<file path="src/rtl/flappy_game_ctrl.sv">
// flappy_game_ctrl
// Game-state controller for the Flappy Bird design: WAIT / FLY / DEAD / GRACE
// sequencing, packed-BCD score with saturation, multiple lives with a
// post-hit invulnerability window, edge-detected keys and a high score that
// persists across games until reset.
//
// Ports
//   clk, rst      system clock, asynchronous active-high reset
//   frame_tick    one-cycle pulse per video frame
//   btn_start     debounced start key (level)
//   btn_flap      debounced flap key (level)
//   collide       bird overlap (level), only acted on with frame_tick
//   pipe_passed   one-cycle pulse when a pipe is cleared
//   state         0 WAIT, 1 FLY, 2 DEAD, 3 GRACE
//   score         current score, packed BCD, digit 0 in LSBs
//   high_score    best score since reset, packed BCD
//   lives         remaining lives
//   flap          one-cycle flap command to the bird physics
//   new_record    last game beat the previous high score
module flappy_game_ctrl #(
  parameter  int unsigned DIGITS       = 2,
  parameter  int unsigned LIVES        = 3,
  parameter  int unsigned GRACE_FRAMES = 60,
  localparam int unsigned LW           = $clog2(LIVES + 1)
) (
  input  logic                  clk,
  input  logic                  rst,
  input  logic                  frame_tick,
  input  logic                  btn_start,
  input  logic                  btn_flap,
  input  logic                  collide,
  input  logic                  pipe_passed,
  output logic [1:0]            state,
  output logic [4*DIGITS-1:0]   score,
  output logic [4*DIGITS-1:0]   high_score,
  output logic [LW-1:0]         lives,
  output logic                  flap,
  output logic                  new_record
);

  localparam int unsigned SW = 4 * DIGITS;
  localparam int unsigned GW = $clog2(GRACE_FRAMES + 1);

  typedef enum logic [1:0] {
    ST_WAIT  = 2'd0,
    ST_FLY   = 2'd1,
    ST_DEAD  = 2'd2,
    ST_GRACE = 2'd3
  } state_e;

  state_e        state_q, state_d;
  logic [SW-1:0] score_q, score_d;
  logic [SW-1:0] high_q, high_d;
  logic [LW-1:0] lives_q, lives_d;
  logic [GW-1:0] grace_q, grace_d;
  logic          flap_q, flap_d;
  logic          new_rec_q, new_rec_d;
  logic          dead_first_q, dead_first_d;
  logic          start_prev_q, flap_prev_q;

  logic start_rise, flap_rise;

  // BCD +1 with carry ripple; an all-9s value is returned unchanged.
  function automatic logic [SW-1:0] bcd_inc(input logic [SW-1:0] v);
    logic [SW-1:0] r;
    logic          carry;
    logic          all_nines;
    all_nines = 1'b1;
    for (int unsigned i = 0; i < DIGITS; i++) begin
      if (v[4*i +: 4] != 4'd9) all_nines = 1'b0;
    end
    r     = v;
    carry = ~all_nines;
    for (int unsigned i = 0; i < DIGITS; i++) begin
      if (carry) begin
        if (r[4*i +: 4] == 4'd9) begin
          r[4*i +: 4] = 4'd0;
        end else begin
          r[4*i +: 4] = r[4*i +: 4] + 4'd1;
          carry       = 1'b0;
        end
      end
    end
    return r;
  endfunction

  // Prev registers reset to 1 so a key held through reset yields no edge.
  assign start_rise = btn_start & ~start_prev_q;
  assign flap_rise  = btn_flap  & ~flap_prev_q;

  always_comb begin
    state_d      = state_q;
    score_d      = score_q;
    high_d       = high_q;
    lives_d      = lives_q;
    grace_d      = grace_q;
    new_rec_d    = new_rec_q;
    flap_d       = 1'b0;
    dead_first_d = 1'b0;

    unique case (state_q)
      ST_WAIT: begin
        score_d = '0;
        lives_d = LW'(LIVES);
        flap_d  = flap_rise;
        if (start_rise || flap_rise) state_d = ST_FLY;
      end

      ST_FLY, ST_GRACE: begin
        flap_d = flap_rise;
        if (pipe_passed) score_d = bcd_inc(score_q);
        if (state_q == ST_FLY) begin
          if (collide && frame_tick) begin
            lives_d = lives_q - LW'(1);
            if (lives_q <= LW'(1)) begin
              state_d      = ST_DEAD;
              dead_first_d = 1'b1;
            end else begin
              state_d = ST_GRACE;
              grace_d = GW'(GRACE_FRAMES);
            end
          end
        end else if (frame_tick) begin
          grace_d = grace_q - GW'(1);
          if (grace_q <= GW'(1)) begin
            grace_d = '0;
            state_d = ST_FLY;
          end
        end
      end

      ST_DEAD: begin
        // Packed BCD digits are 0-9 with the most significant digit on top,
        // so a plain unsigned compare orders BCD magnitudes correctly.
        if (dead_first_q && (score_q > high_q)) begin
          high_d    = score_q;
          new_rec_d = 1'b1;
        end
        if (start_rise) begin
          state_d   = ST_WAIT;
          score_d   = '0;
          new_rec_d = 1'b0;
          lives_d   = LW'(LIVES);
        end
      end

      default: state_d = ST_WAIT;
    endcase
  end

  always_ff @(posedge clk or posedge rst) begin
    if (rst) begin
      state_q      <= ST_WAIT;
      score_q      <= '0;
      high_q       <= '0;
      lives_q      <= LW'(LIVES);
      grace_q      <= '0;
      flap_q       <= 1'b0;
      new_rec_q    <= 1'b0;
      dead_first_q <= 1'b0;
      start_prev_q <= 1'b1;
      flap_prev_q  <= 1'b1;
    end else begin
      state_q      <= state_d;
      score_q      <= score_d;
      high_q       <= high_d;
      lives_q      <= lives_d;
      grace_q      <= grace_d;
      flap_q       <= flap_d;
      new_rec_q    <= new_rec_d;
      dead_first_q <= dead_first_d;
      start_prev_q <= btn_start;
      flap_prev_q  <= btn_flap;
    end
  end

  assign state      = state_q;
  assign score      = score_q;
  assign high_score = high_q;
  assign lives      = lives_q;
  assign flap       = flap_q;
  assign new_record = new_rec_q;

endmodule
</file>
<file path="config.mk">
export PLATFORM = sky130hd
export DESIGN_NAME = flappy_game_ctrl
export DESIGN_NICKNAME = d
export VERILOG_FILES = /design/src/rtl/flappy_game_ctrl.sv
export SDC_FILE = /design/constraint.sdc
export NUM_CORES = 1
export LEC_CHECK = 0
export CORE_MARGIN = 5
export CORE_UTILIZATION = 41
export CTS_BUF_LIST = sky130_fd_sc_hd__clkbuf_2 sky130_fd_sc_hd__clkbuf_4 sky130_fd_sc_hd__clkbuf_8
export CTS_CLUSTER_DIAMETER = 50
export CTS_CLUSTER_SIZE = 24
export DETAILED_ROUTE_END_ITERATION = 10
export PLACE_DENSITY = 0.76
export RECOVER_POWER = 50
export SLEW_MARGIN = 25
export SYNTH_ARGS = -nofsm -noshare
export SYNTH_HDL_FRONTEND = slang
export SYNTH_SLANG_ARGS = --single-unit
</file>
<file path="constraint.sdc">
create_clock -name clk -period 2 [get_ports clk]
set_input_delay 0.4 -clock clk [delete_from_list [all_inputs] [get_ports clk]]
set_output_delay 0.4 -clock clk [all_outputs]
set_load 0.1 [all_outputs]
</file>
==> metrics.cfg <==
[synth]
netlist_area_sq_mm = 0.001719
yosysWarnings = 0
synth_seq_cells = 31
synth_cell_types = 37
syn_avg_cell_area_sq_um = 10.05
ys_seq_area_frac = 0.4541
synth_cells = 171
syn-num-nets = 193

[cts]
cts-buffers-inserted = 5
cts_tree = built
cts_resized = 0
clk_path_buf_depth = 2
h-tree-depth = 2
clock_sinks = 31
clk_latency_ps = 280
cts-root-buf = clkbuf_8
clkTransAtPathRegs_ps = 60
ctsHoldBuffers = 0
cts_setup_buffers = 0

[worst_hold_path]
hp-class = flop to flop
hold_path_end = grace_q[1]
holdPathStages = 2
min-delay-start = grace_q[1]

[timing]
final-hold-violation-count = 0
final-max-slew-violation-count = 0
slew_headroom = 0.4865
final.setup.tns_ps = 0
skew_ps = 2.335
worst_pin_slew_ps = 770.2
setup_viol = 0
fmax_mhz = 528.1
rsz0062_at_grt = no
finalCritPeriodShare = 0.9469
fin_crit_ps = 1894
setup_ws_ps = 106.3

[power_and_ir_drop]
switchingPower_uw = 1915
p_comb_frac = 0.604
ir_worst_vdd_mv = 1.453
seq_power_share = 0.266
clkPwrFrac = 0.130
power_leakage_uw = 0.001069
pwr_density_cell_mw_per_mm2 = 1635
swShare = 0.5015
p_int_uw = 1903

[final_layout]
antennaDiodeCount = 0
fillerInstances = 375
syn2layout_area_growth_pct = 35.81
multiInputGateArea_sq_um = 870.8
drive_gt1_frac = 0.3426
final_cell_mix = 16 x inv_1, 15 x nand2_1, 15 x ha_1
layout_commonest_cell = inv_1
area.sequential_sq_um = 825.8
nNetsFinal = 237

[worst_setup_path]
r2r-start = score[5]
worst_setup_path_end_kind = flop
worst_ep_arrival_time_ps = 2060
cp_max_fo = 9
slowest_stage = dfrtp_4
rr_endpoint = high_score[0]
worstPathRequired_ps = 2170
reg2reg_setup_slack_ps = 110
critPathLaunchType = flop
cp_cell_sequence = ha_1, a21oi_1, o21a_1, a21oi_4, nand4_4, mux2_2
rr_worst_depth = 6
max_stage_delay_ps = 480
path_class = flop to flop

[global_route]
grt_antenna_before_repair = 0
grt_max_degree = 32
grt_pass1_wl_mm = 6.306
gr-total-overflow = 0
track_usage = 0.1501
grt_pass1_vias = 1399

[die]
start_util = 0.4267
rows = 23
die_area_sq_mm = 0.005588
die_h_microns = 74.76
core_area_sq_mm = 0.004029
num_io_pins = 29
die_w_microns = 74.76

[routing]
route.detailed.drc = 0
wire_per_inst_microns = 13.54
drt-pass1-iter-count = 4
detail-route-antenna-nets = 0
dr_total_vias = 1365
drt-total-wl_mm = 3.601
via_per_inst = 5.132
drtIter0Drc = 60

[flow_run]
cap_violations = 0

[place]
hpwlAfterDp_mm = 2.804
gp_congestion = 0.8473
port_buffers = 28
pre_cts_slack_ps = 102.3

[status]
status = completed

-- sequential cells by signal, indices dropped and copies added (netlist names) --
signal,count
flap_prev_q,1
score,8
flap,1
start_prev_q,1
lives,2
state,2
new_record,1
dead_first_q,1
high_score,8
grace_q,6
-- cells by family after synthesis --
| kind of cell | Yosys count | share of synthesized area |
|---|---|---|
| mux | 9 | 0.05750 |
| fa+ha+maj | 15 | 0.1092 |
| flops | 31 | 0.4541 |
| xor+xnor | 2 | 0.01019 |
| compound gates | 41 | 0.1579 |
| simple gates | 54 | 0.1681 |
| buf+inv | 19 | 0.04294 |
-- per-layer routing --
layer | wire length, microns | global-route usage | vias up
met5 | 0 | 0 | -
met4 | 51 | 0.05336 | 0
met3 | 202 | 0.04406 | 7
met2 | 1792 | 0.2634 | 28
met1 | 1555 | 0.1739 | 640
li1 | - | - | 690
-- per-stage QoR --
stage | instance area [sq um] | utilization | hold slack [ps] | power, uW | std cells
after floorplan | 1772 | - | 404.5 | 2624 | 171
after global placement | 2270 | 0.5634 | 458.8 | 3330 | 258
after detailed placement | 2270 | 0.5634 | 470.4 | 3367 | 258
after CTS | 2359 | 0.5854 | 484.1 | 3881 | 266
after global routing | 2335 | 0.5795 | 525.0 | 4057 | 266
final | 2335 | 0.5795 | 482.0 | 3818 | 266
-- power by group through the flow --
stage	registers [uW]	clock network (uW)	logic (uW)
6_report	1020	496	2310
5_1_grt	1050	531	2480
4_1_cts	1020	509	2350
3_5_place_dp	1020	0	2340
3_3_place_gp	1020	0	2310
2_1_floorplan	1850	0	769
-- final cells by class --
| cell class | count | share of cell area |
|---|---|---|
| clock buffers | 7 | 0.03591 |
| clock inverters | 1 | 0.002144 |
| inverters | 17 | 0.02733 |
| multi-input cells | 121 | 0.3730 |
| flip-flops and latches | 31 | 0.3537 |
| well taps | 50 | 0.02680 |
| repair buffers | 39 | 0.1811 |
-- worst max-delay path by stage --
stage | slack [ps] | cells past startpoint | startpoint | endpoint
floorplan | 9 | 6 | score[5] | high_score[0]
global placement | 140 | 6 | score[7] | high_score[2]
detailed placement | 100 | 6 | score[5] | high_score[4]
CTS | 90 | 6 | score[5] | high_score[0]
global route | 20 | 6 | score[7] | high_score[0]
finish | 110 | 6 | score[5] | high_score[0]
-- worst max-delay path: cells and delay by family, from the launching register on --
kind	cells	cell delay [ps]
AO/OA/AOI/OAI	3	450
adder cells (fa/ha/maj)	1	320
flip-flops	1	480
AND/OR/NAND/NOR	1	200
multiplexers	1	330
-- cell usage after synthesis (all sizes together) --
library cell | instances | area [sq um]
dfrtp | 27 | 675.7
inv | 17 | 63.81
ha | 15 | 187.7
nand2 | 15 | 56.30
o21ai | 13 | 65.06
nor2 | 11 | 43.80
a21oi | 10 | 61.31
mux2 | 7 | 78.83
nand3 | 7 | 35.03
nor2b | 5 | 31.28
a22o | 4 | 35.03
dfstp | 4 | 105.1
nand2b | 4 | 25.02
and3 | 3 | 18.77
nand4 | 3 | 33.78
o22a | 3 | 26.28
a31oi | 2 | 12.51
buf | 2 | 10.01
mux2i | 2 | 20.02
o41ai | 2 | 17.52
or3 | 2 | 12.51
xor2 | 2 | 17.52
a21boi | 1 | 7.510
a21o | 1 | 7.510
a41oi | 1 | 8.760
and2b | 1 | 8.760
and3b | 1 | 8.760
nand3b | 1 | 7.510
nor3b | 1 | 7.510
o211ai | 1 | 7.510
o21a | 1 | 7.510
o21bai | 1 | 7.510
o31ai | 1 | 7.510
Note: power is estimated with default switching activity, not from simulation.
